$ cat config.mk
export PLATFORM = sky130hd
export DESIGN_NAME = mips_control_unit_flat
export DESIGN_NICKNAME = d
export VERILOG_FILES = /design/src/rtl/ctrl_pkg.sv /design/src/rtl/mips_control_unit_if.sv /design/src/rtl/ctrl_decode.sv /design/src/rtl/mips_control_unit.sv /design/src/flat_wrapper.sv
export SDC_FILE = /design/constraint.sdc
export NUM_CORES = 1
export LEC_CHECK = 0
export ABC_AREA = 1
export CAP_MARGIN = 5
export CORE_UTILIZATION = 42
export CTS_BUF_LIST = sky130_fd_sc_hd__clkbuf_4 sky130_fd_sc_hd__clkbuf_8
export DETAILED_ROUTE_END_ITERATION = 8
export PLACE_DENSITY = 0.81
export SLEW_MARGIN = 25
export SYNTH_ARGS = -nofsm -noshare
export SYNTH_HDL_FRONTEND = slang
export SYNTH_SLANG_ARGS = --single-unit
export TNS_END_PERCENT = 30
$ cat constraint.sdc
create_clock -name clk -period 1.5 [get_ports clk]
set_clock_uncertainty 0.1 [all_clocks]
set_input_delay 0.225 -clock clk [delete_from_list [all_inputs] [get_ports clk]]
set_output_delay 0.225 -clock clk [all_outputs]
set_load 0.02 [all_outputs]
$ cat src/rtl/ctrl_pkg.sv
// ctrl_pkg: shared state, opcode and mux-select encodings for the MIPS multi-cycle control unit
package ctrl_pkg;
    typedef enum logic [4:0] {
        RESET, FETCH, FETCH_WAIT, IR_LOAD, DECODE, R_EXEC, R_WB, ADDI_EXEC, ADDI_WB,
        MEM_ADDR, LW_READ, LW_WAIT, LW_WB, SW_WRITE, BEQ, JUMP, RTE,
        EXC_EPC, EXC_READ, EXC_WAIT, EXC_JUMP
    } state_t;
    localparam logic [5:0] OP_RTYPE = 6'h00, OP_J = 6'h02, OP_BEQ = 6'h04, OP_ADDI = 6'h08;
    localparam logic [5:0] OP_RTE = 6'h10, OP_LW = 6'h23, OP_SW = 6'h2B;
    localparam logic [5:0] F_ADD = 6'h20, F_SUB = 6'h22, F_AND = 6'h24;
    localparam logic [1:0] IORD_PC = 2'd0, IORD_ALUOUT = 2'd1, IORD_EXC = 2'd2, IORD_ALURES = 2'd3;
    localparam logic [1:0] EXC_OPCODE = 2'd0, EXC_OVF = 2'd1;
    localparam logic [2:0] WR_RT = 3'd0, WR_RD = 3'd1, WR_R29 = 3'd2, WR_R31 = 3'd4;
    localparam logic [3:0] SD_ALUOUT = 4'd0, SD_LS = 4'd1, SD_CONST = 4'd8;
    localparam logic [1:0] A_PC = 2'd0, A_REG = 2'd1, A_MDR = 2'd2;
    localparam logic [1:0] B_REG = 2'd0, B_FOUR = 2'd1, B_SEXT = 2'd2, B_SEXT_SH = 2'd3;
    localparam logic [2:0] ALU_PASSA = 3'b000, ALU_ADD = 3'b001, ALU_SUB = 3'b010, ALU_AND = 3'b011;
    localparam logic [2:0] PC_ALU = 3'd0, PC_ALUOUT = 3'd1, PC_JUMP = 3'd2, PC_EPC = 3'd4, PC_LS = 3'd5;
    localparam logic [1:0] LS_WORD = 2'd0, LS_BYTE = 2'd2;
endpackage

$ cat src/rtl/mips_control_unit_if.sv
// mips_control_unit_if: datapath control bus; master is the control unit, slave the datapath
interface mips_control_unit_if;
    logic [5:0] opcode, funct;
    logic       overflow, eq;
    logic       pcWrite, irWrite, regWrite, memWrite, abWrite, mdrWrite, aluOutControl, epcControl;
    logic [1:0] iord, excpControl, aluSrcA, aluSrcB, lsControl;
    logic [2:0] srcWrite, aluControl, pcSource;
    logic [3:0] srcData;
    logic [4:0] state_dbg;
    modport master (
        input  opcode, funct, overflow, eq,
        output pcWrite, irWrite, regWrite, memWrite, abWrite, mdrWrite, aluOutControl, epcControl,
               iord, excpControl, aluSrcA, aluSrcB, lsControl, srcWrite, aluControl, pcSource,
               srcData, state_dbg
    );
    modport slave (
        output opcode, funct, overflow, eq,
        input  pcWrite, irWrite, regWrite, memWrite, abWrite, mdrWrite, aluOutControl, epcControl,
               iord, excpControl, aluSrcA, aluSrcB, lsControl, srcWrite, aluControl, pcSource,
               srcData, state_dbg
    );
endinterface

$ cat src/rtl/ctrl_decode.sv
// ctrl_decode: maps opcode/funct to the state following DECODE and flags unsupported instructions
module ctrl_decode import ctrl_pkg::*; (
    input  logic [5:0] opcode,
    input  logic [5:0] funct,
    output state_t     nextState,
    output logic       invalid
);
    logic knownFunct;
    always_comb begin
        knownFunct = funct inside {F_ADD, F_SUB, F_AND};
        nextState = opcode == OP_RTYPE ? (knownFunct ? R_EXEC : EXC_EPC) :
                    opcode == OP_ADDI ? ADDI_EXEC :
                    (opcode == OP_LW || opcode == OP_SW) ? MEM_ADDR :
                    opcode == OP_BEQ ? BEQ :
                    opcode == OP_J ? JUMP :
                    opcode == OP_RTE ? RTE : EXC_EPC;
        invalid = nextState == EXC_EPC;
    end
endmodule

$ cat src/rtl/mips_control_unit.sv
// mips_control_unit: multi-cycle MIPS control FSM driving datapath selects and write strobes
module mips_control_unit import ctrl_pkg::*; (
    input logic clk,
    input logic reset,
    mips_control_unit_if.master bus
);
    state_t     state, nextState, decNext;
    logic       invalid, ovfTrap;
    logic [1:0] excReg;
    ctrl_decode decode (.opcode(bus.opcode), .funct(bus.funct), .nextState(decNext), .invalid(invalid));
    // logical AND never overflows, so only add/sub/addi may trap
    assign ovfTrap = bus.overflow && (state == ADDI_EXEC || bus.funct != F_AND);
    assign bus.state_dbg = state;
    always_ff @(posedge clk) begin
        if (reset) state <= RESET;
        else state <= nextState;
    end
    always_ff @(posedge clk) begin
        if (reset) excReg <= EXC_OPCODE;
        else if (state == DECODE && invalid) excReg <= EXC_OPCODE;
        else if (nextState == EXC_EPC) excReg <= EXC_OVF;
    end
    always_comb begin
        nextState = FETCH;
        case (state)
            FETCH:      nextState = FETCH_WAIT;
            FETCH_WAIT: nextState = IR_LOAD;
            IR_LOAD:    nextState = DECODE;
            DECODE:     nextState = decNext;
            R_EXEC:     nextState = ovfTrap ? EXC_EPC : R_WB;
            ADDI_EXEC:  nextState = ovfTrap ? EXC_EPC : ADDI_WB;
            MEM_ADDR:   nextState = bus.opcode == OP_LW ? LW_READ : SW_WRITE;
            LW_READ:    nextState = LW_WAIT;
            LW_WAIT:    nextState = LW_WB;
            EXC_EPC:    nextState = EXC_READ;
            EXC_READ:   nextState = EXC_WAIT;
            EXC_WAIT:   nextState = EXC_JUMP;
            default:    nextState = FETCH;
        endcase
    end
    always_comb begin
        bus.pcWrite = 1'b0;
        bus.irWrite = 1'b0;
        bus.regWrite = 1'b0;
        bus.memWrite = 1'b0;
        bus.abWrite = 1'b0;
        bus.mdrWrite = 1'b0;
        bus.aluOutControl = 1'b0;
        bus.epcControl = 1'b0;
        bus.iord = IORD_PC;
        bus.excpControl = EXC_OPCODE;
        bus.srcWrite = WR_RT;
        bus.srcData = SD_ALUOUT;
        bus.aluSrcA = A_PC;
        bus.aluSrcB = B_REG;
        bus.aluControl = ALU_PASSA;
        bus.pcSource = PC_ALU;
        bus.lsControl = LS_WORD;
        // a reset cycle suppresses every output so an aborted instruction leaves no partial write
        if (!reset) begin
            case (state)
                RESET: begin
                    bus.regWrite = 1'b1;
                    bus.srcWrite = WR_R29;
                    bus.srcData = SD_CONST;
                    bus.pcWrite = 1'b1;
                end
                FETCH: begin
                    bus.pcWrite = 1'b1;
                    bus.aluSrcB = B_FOUR;
                    bus.aluControl = ALU_ADD;
                end
                IR_LOAD: bus.irWrite = 1'b1;
                DECODE: begin
                    bus.abWrite = 1'b1;
                    bus.aluSrcB = B_SEXT_SH;
                    bus.aluControl = ALU_ADD;
                    bus.aluOutControl = 1'b1;
                end
                R_EXEC: begin
                    bus.aluSrcA = A_REG;
                    bus.aluControl = bus.funct == F_SUB ? ALU_SUB : bus.funct == F_AND ? ALU_AND : ALU_ADD;
                    bus.aluOutControl = 1'b1;
                end
                R_WB: begin
                    bus.regWrite = 1'b1;
                    bus.srcWrite = WR_RD;
                end
                ADDI_EXEC, MEM_ADDR: begin
                    bus.aluSrcA = A_REG;
                    bus.aluSrcB = B_SEXT;
                    bus.aluControl = ALU_ADD;
                    bus.aluOutControl = 1'b1;
                end
                ADDI_WB: bus.regWrite = 1'b1;
                LW_READ, SW_WRITE: begin
                    bus.iord = IORD_ALUOUT;
                    bus.memWrite = state == SW_WRITE;
                end
                LW_WAIT, EXC_WAIT: bus.mdrWrite = 1'b1;
                LW_WB: begin
                    bus.regWrite = 1'b1;
                    bus.srcData = SD_LS;
                end
                BEQ: begin
                    bus.aluSrcA = A_REG;
                    bus.aluControl = ALU_SUB;
                    bus.pcWrite = bus.eq;
                    bus.pcSource = PC_ALUOUT;
                end
                JUMP: begin
                    bus.pcWrite = 1'b1;
                    bus.pcSource = PC_JUMP;
                end
                RTE: begin
                    bus.pcWrite = 1'b1;
                    bus.pcSource = PC_EPC;
                end
                EXC_EPC: begin
                    bus.epcControl = 1'b1;
                    bus.aluSrcB = B_FOUR;
                    bus.aluControl = ALU_SUB;
                end
                EXC_READ: bus.iord = IORD_EXC;
                EXC_JUMP: begin
                    bus.pcWrite = 1'b1;
                    bus.pcSource = PC_LS;
                    bus.lsControl = LS_BYTE;
                end
                default: ;
            endcase
            bus.excpControl = state inside {EXC_EPC, EXC_READ, EXC_WAIT, EXC_JUMP} ? excReg : EXC_OPCODE;
        end
    end
endmodule

$ cat src/flat_wrapper.sv
// flat-port wrapper written by rule: the top's interface ports become plain ports
module mips_control_unit_flat import ctrl_pkg::*;
  (clk, reset, bus_opcode, bus_funct, bus_overflow, bus_eq, bus_pcWrite, bus_irWrite, bus_regWrite, bus_memWrite, bus_abWrite, bus_mdrWrite, bus_aluOutControl, bus_epcControl, bus_iord, bus_excpControl, bus_aluSrcA, bus_aluSrcB, bus_lsControl, bus_srcWrite, bus_aluControl, bus_pcSource, bus_srcData, bus_state_dbg);
  mips_control_unit_if bus_i ();
  input logic clk;
  input logic reset;
  input wire logic [$bits(bus_i.opcode)-1:0] bus_opcode;
  input wire logic [$bits(bus_i.funct)-1:0] bus_funct;
  input wire logic [$bits(bus_i.overflow)-1:0] bus_overflow;
  input wire logic [$bits(bus_i.eq)-1:0] bus_eq;
  output wire logic [$bits(bus_i.pcWrite)-1:0] bus_pcWrite;
  output wire logic [$bits(bus_i.irWrite)-1:0] bus_irWrite;
  output wire logic [$bits(bus_i.regWrite)-1:0] bus_regWrite;
  output wire logic [$bits(bus_i.memWrite)-1:0] bus_memWrite;
  output wire logic [$bits(bus_i.abWrite)-1:0] bus_abWrite;
  output wire logic [$bits(bus_i.mdrWrite)-1:0] bus_mdrWrite;
  output wire logic [$bits(bus_i.aluOutControl)-1:0] bus_aluOutControl;
  output wire logic [$bits(bus_i.epcControl)-1:0] bus_epcControl;
  output wire logic [$bits(bus_i.iord)-1:0] bus_iord;
  output wire logic [$bits(bus_i.excpControl)-1:0] bus_excpControl;
  output wire logic [$bits(bus_i.aluSrcA)-1:0] bus_aluSrcA;
  output wire logic [$bits(bus_i.aluSrcB)-1:0] bus_aluSrcB;
  output wire logic [$bits(bus_i.lsControl)-1:0] bus_lsControl;
  output wire logic [$bits(bus_i.srcWrite)-1:0] bus_srcWrite;
  output wire logic [$bits(bus_i.aluControl)-1:0] bus_aluControl;
  output wire logic [$bits(bus_i.pcSource)-1:0] bus_pcSource;
  output wire logic [$bits(bus_i.srcData)-1:0] bus_srcData;
  output wire logic [$bits(bus_i.state_dbg)-1:0] bus_state_dbg;
  assign bus_i.opcode = bus_opcode;
  assign bus_i.funct = bus_funct;
  assign bus_i.overflow = bus_overflow;
  assign bus_i.eq = bus_eq;
  assign bus_pcWrite = bus_i.pcWrite;
  assign bus_irWrite = bus_i.irWrite;
  assign bus_regWrite = bus_i.regWrite;
  assign bus_memWrite = bus_i.memWrite;
  assign bus_abWrite = bus_i.abWrite;
  assign bus_mdrWrite = bus_i.mdrWrite;
  assign bus_aluOutControl = bus_i.aluOutControl;
  assign bus_epcControl = bus_i.epcControl;
  assign bus_iord = bus_i.iord;
  assign bus_excpControl = bus_i.excpControl;
  assign bus_aluSrcA = bus_i.aluSrcA;
  assign bus_aluSrcB = bus_i.aluSrcB;
  assign bus_lsControl = bus_i.lsControl;
  assign bus_srcWrite = bus_i.srcWrite;
  assign bus_aluControl = bus_i.aluControl;
  assign bus_pcSource = bus_i.pcSource;
  assign bus_srcData = bus_i.srcData;
  assign bus_state_dbg = bus_i.state_dbg;
  mips_control_unit u_core (.clk(clk), .reset(reset), .bus(bus_i));
endmodule
==> results of run 1 <==
## timing repair
action	4_1_cts
pin swaps	9
endpoints found under the setup margin	35
resized for setup	172
buffers inserted	9
cloned	0
## cells by family after synthesis
kind of cell           Yosys count  synth area share
buffers and inverters           48            0.2047
other                            1          0.003505
and+or+nand+nor                116            0.5544
DFF                              6            0.1123
AOI/OAI and AO/OA               23            0.1251
## Yosys cell counts
library cell / n / area (sq um)
nand2_4: 2 / 22.52
nor2_4: 4 / 45.04
clkbuf_8: 1 / 13.76
a211oi_1: 1 / 7.510
nor3b_1: 1 / 7.510
nor2_2: 7 / 43.79
inv_1: 31 / 116.4
inv_4: 1 / 6.260
o21ai_0: 5 / 25.02
nor4_1: 1 / 6.260
nand2_2: 14 / 87.58
a21boi_1: 1 / 7.510
nand2_1: 30 / 112.6
a22oi_1: 1 / 7.510
nor3_1: 5 / 25.02
o22ai_1: 2 / 12.51
a31oi_1: 4 / 25.02
a21oi_1: 8 / 40.04
nand3b_1: 1 / 7.510
nand3_1: 12 / 60.06
buf_4: 7 / 52.55
o221ai_1: 1 / 8.760
nor2_8: 1 / 20.02
inv_2: 5 / 18.77
dfxtp_1: 6 / 120.1
clkbuf_1: 3 / 11.26
conb_1: 1 / 3.750
nand4_1: 4 / 25.02
or3_1: 1 / 6.260
nor2_1: 33 / 123.9
## through the flow
step | util | TNS (ns)
after CTS | 0.9178 | -6.243
after detailed placement | 0.8410 | -15.42
after global placement | 0.8410 | -14.40
after floorplan | - | -0.2260
==> summary.txt, run 1 <==
Placement
  • Post-Place Cells: 304
  • Port Buffers: 44
  • Final Wtd Congestion: 0.9122
  • HPWL Detailed: 3.407 mm
  • Dpl ws: -0.8599 ns
  • Post-place instance area: 1932 sq um

Floorplan
  • Num ports: 52
  • Chip Width: 52.47 microns
  • Cell Rows: 17
  • Die Y: 52.47 microns
  • Starting Density: 0.4657

Clock network
  • Clk buf depth: 2
  • CTS Root Cell: clkbuf_4
  • Post-CTS Hold Buffers: 0
  • CTS buffer count: 3
  • Clock sink total: 6
  • Max H-tree Level: 1

Synthesis
  • Syn. warnings: 0
  • Mapped Area: 1070 sq um
  • Post-synthesis sequential area ratio: 0.1123
  • Cell variety after synth: 30
  • Cells after Synth: 194
  • Synthesized flop and latch total: 6
  • Synth Area per Inst: 5.514 sq um

Status
  • First Err: [ERROR DPL-0038] Utilization greater than 100%, impossible to legalize
  • Stage reached: 5_1_grt
  • Outcome: aborted with a tool error

STA
  • Worst EP kind: top-level output
  • Worst endpoint after global-route timing repair: bus_excpControl[0]

GRT
  • Largest net degree at the start of global routing: 15
==> run 2: changes to the inputs <==
--- a/config.mk
+++ b/config.mk
@@ -7,10 +7,10 @@
 export LEC_CHECK = 0
 export ABC_AREA = 1
 export CAP_MARGIN = 5
-export CORE_UTILIZATION = 42
-export CTS_BUF_LIST = sky130_fd_sc_hd__clkbuf_4 sky130_fd_sc_hd__clkbuf_8
+export CORE_AREA = 2 2 63 65
 export DETAILED_ROUTE_END_ITERATION = 8
-export PLACE_DENSITY = 0.81
+export DIE_AREA = 0 0 65 67
+export PLACE_DENSITY_LB_ADDON = 0.15
 export SLEW_MARGIN = 25
 export SYNTH_ARGS = -nofsm -noshare
 export SYNTH_HDL_FRONTEND = slang
==> summary.txt, run 2 <==
Synthesis
  • Syn. warnings: 0 (unchanged)
  • XOR/XNOR share of the synthesized area: 0 (unchanged)
  • Post-synthesis mux area share: 0 (unchanged)
  • Mapped Area: 1070 sq um (unchanged)
  • Area contributors post-synth: nor2_1 12%, dfxtp_1 11%, inv_1 11%, nand2_1 11%, nand2_2 8.2%
  • Largest family of logic cells by synthesized area: simple AND/OR/NAND/NOR gates
  • FFs w/ async S/R, synth: 0 (unchanged)
  • Post-Synth Adder-Cell Area: 0 (unchanged)
  • Synth area leader: nor2_1
  • Top-area cell type share of the netlist area: 0.1158 (unchanged)
  • Synth Area per Inst: 5.514 sq um (unchanged)
  • Synth Area in Simple Gates: 0.5544 (unchanged)
  • EDFF count, synth: 0 (unchanged)
  • Synthesized flop and latch total: 6 (unchanged)
  • Cell variety after synth: 30 (unchanged)
  • Synth Area in Compound Gates: 0.1251 (unchanged)
  • Top FF cell, synth: dfxtp_1
  • Post-synthesis sequential area ratio: 0.1123 (unchanged)
  • Synth cell count leaders: 33 x nor2_1, 31 x inv_1, 30 x nand2_1, 14 x nand2_2, 12 x nand3_1
  • Cells after Synth: 194 (unchanged)
  • Cell with the most instances after synthesis: nor2_1

Clock network
  • CTS tree: done
  • Max H-tree Level: 1 (unchanged)
  • CTS clock-pin slew for the worst setup and hold paths: 0.03 ns
  • Worst-Skew Late Latency: around 0.22 ns
  • Post-CTS Hold Buffers: 0 (unchanged)
  • Clk buf depth: 2 (unchanged)
  • Clock sink total: 6 (unchanged)
  • CTS Root Cell: clkbuf_8
  • CTS buffer count: 3 (unchanged)

GRT
  • GRT Residual Overflow: 0
  • Initial antenna violation count: 0
  • Gr usage total: 0.1661
  • First-pass GRT wire length: a little under 6 mm
  • Largest net degree at the start of global routing: 15
  • Vias in the first global route: around 1300

Detailed routing
  • First drt pass iteration count: 4
  • Number of remaining DRC errors: 0
  • DRT Wirelength: 3.607 mm
  • Number of routed nets with antenna violations: 0
  • Via/cell ratio: 4.342
  • 1st-iter DRT viols: 22
  • Vias: roughly 1500
  • Mean routed wirelength per cell: roughly 11 microns

STA
  • Hold Vio Cnt, Final: 0
  • Unrepaired setup endpoints after global routing: yes
  • Slew Viols, Final: 0
  • Period utilisation layout: 1.177
  • Fmax: 0.5665 GHz
  • Fin crit period: 1.765 ns
  • Final setup margin: -0.2653 ns
  • Final number of setup-violating endpoints: 28

Finish
  • Most frequent cells in the layout: 67 x buf_4, 23 x inv_1, 22 x nand2_1
  • Layout area overhead: 111.6%
  • N_diodes: 0
  • Largest register FFs: 5
  • Fillers: 350
  • Post-route insts no fill: 342
  • Commonest non-fill, non-tap cell in the layout: buf_4
  • Area of the multi-input gates: a little over 1000 sq um
  • Fin nets: 311
  • Register area: approximately 140 sq um
  • Share of cells above drive strength 1: 0.5918

Critical path
  • Crit path kind: flip-flop to output pin
  • Endpoint class of the critical path: output pin
  • Critical Path Source Type: flip-flop
  • CP Data Arrival Time: 1.44 ns
  • Max FO, Critical Path: 4
  • CP required: around 1.2 ns

Placement
  • HPWL Detailed: 2.824 mm (-17%)
  • Post-Place Cells: 332 (+9.2%)
  • Dpl ws: -0.7550 ns (+0.1050 ns)
  • Port Buffers: 44 (unchanged)
  • Final Wtd Congestion: 0.8333 (-8.6%)

Pwr
  • Combinational power share: 0.741
  • Pint: 1.134 mW
  • Lkg Pwr: 1.160 nW
  • Clock Power Share: 0.119
  • Cell Pwr Density: ~900 nW/um^2
  • Sw power: ~950 uW
  • Worst VDD drop: 0.2951 mV
  • Reg power frac: 0.140
  • Sw frac: 0.4549

Floorplan
  • Cell Rows: 22 (+5)
  • Chip Width: 65 microns (+24%)
  • Die Y: 67 microns (+28%)
  • Core Footprint: 3606 sq um
  • Num ports: 52 (unchanged)
  • Die area: roughly 4400 sq um
  • Starting Density: 0.2967 (-0.1690)

Status
  • Failing checks: setup timing
  • Outcome: finished with violations

Min path
  • Hold Path Class: input pin to flip-flop

Job
  • Max_cap viols: 0
[run 2: metrics by stage]
| step | total power, mW | hold WS, ns | setup TNS, ns | util | cell area [sq um] |
|---|---|---|---|---|---|
| floorplan | 1.048 | 0.3244 | -0.2260 | - | 1212 |
| global placement | 1.658 | 0.5219 | -14.91 | 0.5628 | 2029 |
| detailed placement | 1.660 | 0.5169 | -14.83 | 0.5628 | 2029 |
| CTS | 1.992 | 0.5243 | -4.507 | 0.6041 | 2178 |
| global route | 2.224 | 0.5351 | -6.665 | 0.6277 | 2263 |
| finish | 2.080 | 0.4760 | -4.300 | 0.6277 | 2263 |
[run 2: logic make-up after synthesis]
kind of cell,after synthesis
simple gates,116
flops,6
buf+inv,48
compound gates,23
other cells,1
[run 2: worst paths after layout]
path / startpoint / end / slack (ns) / cells past startpoint
setup / recovery: u_core.bus.state_dbg[2] / bus_excpControl[0] / -0.27 / 8
hold / removal: bus_opcode[3] / u_core.bus.state_dbg[4] / 0.48 / 6
setup reg to reg: u_core.bus.state_dbg[0] / u_core.excReg[0] / -0.16 / 11
hold reg to reg: u_core.excReg[0] / u_core.excReg[0] / 0.52 / 3
[run 2: metal layers]
metal  GRT usage  vias to the layer above  routed length (microns)
met2      0.3312                       26                     1995
met5           0                        -                        0
met1      0.1960                      656                     1518
li1            -                      803                        -
met4     0.01596                        0                        0
met3     0.01520                        0                       93
[run 2: area by class of cell]
class / count / area share
sequential: 6 / 0.06136
inverter: 37 / 0.06357
timing repair buffer: 101 / 0.3814
multi-input combinational: 146 / 0.4472
tap: 48 / 0.02653
clock buffer: 4 / 0.01990
[run 2: critical path, stage by stage (launching register included)]
cell and delay [ns]:
dfxtp_4 0.35, nor2_4 0.18, inv_4 0.05, nor2_4 0.09
nand2_2 0.07, nand2_2 0.09, nor2_2 0.06, a211oi_4 0.19
buf_6 0.14
[run 2: power groups by stage]
stage / Sequential, mW / Combinational (mW) / Clock [mW]
detailed placement: 0.283 / 1.38 / 0
finish: 0.292 / 1.54 / 0.247
CTS: 0.286 / 1.45 / 0.253
floorplan: 0.300 / 0.748 / 0
global placement: 0.282 / 1.38 / 0
global route: 0.298 / 1.66 / 0.264
[run 2: repair_timing]
action                     4_1_cts  5_1_grt
gates resized for setup        175       23
buffers inserted                 5        1
pin swaps                       12       15
setup endpoints to repair       34       30
cloned                           0        0
Note: power is estimated with default switching activity, not from simulation.
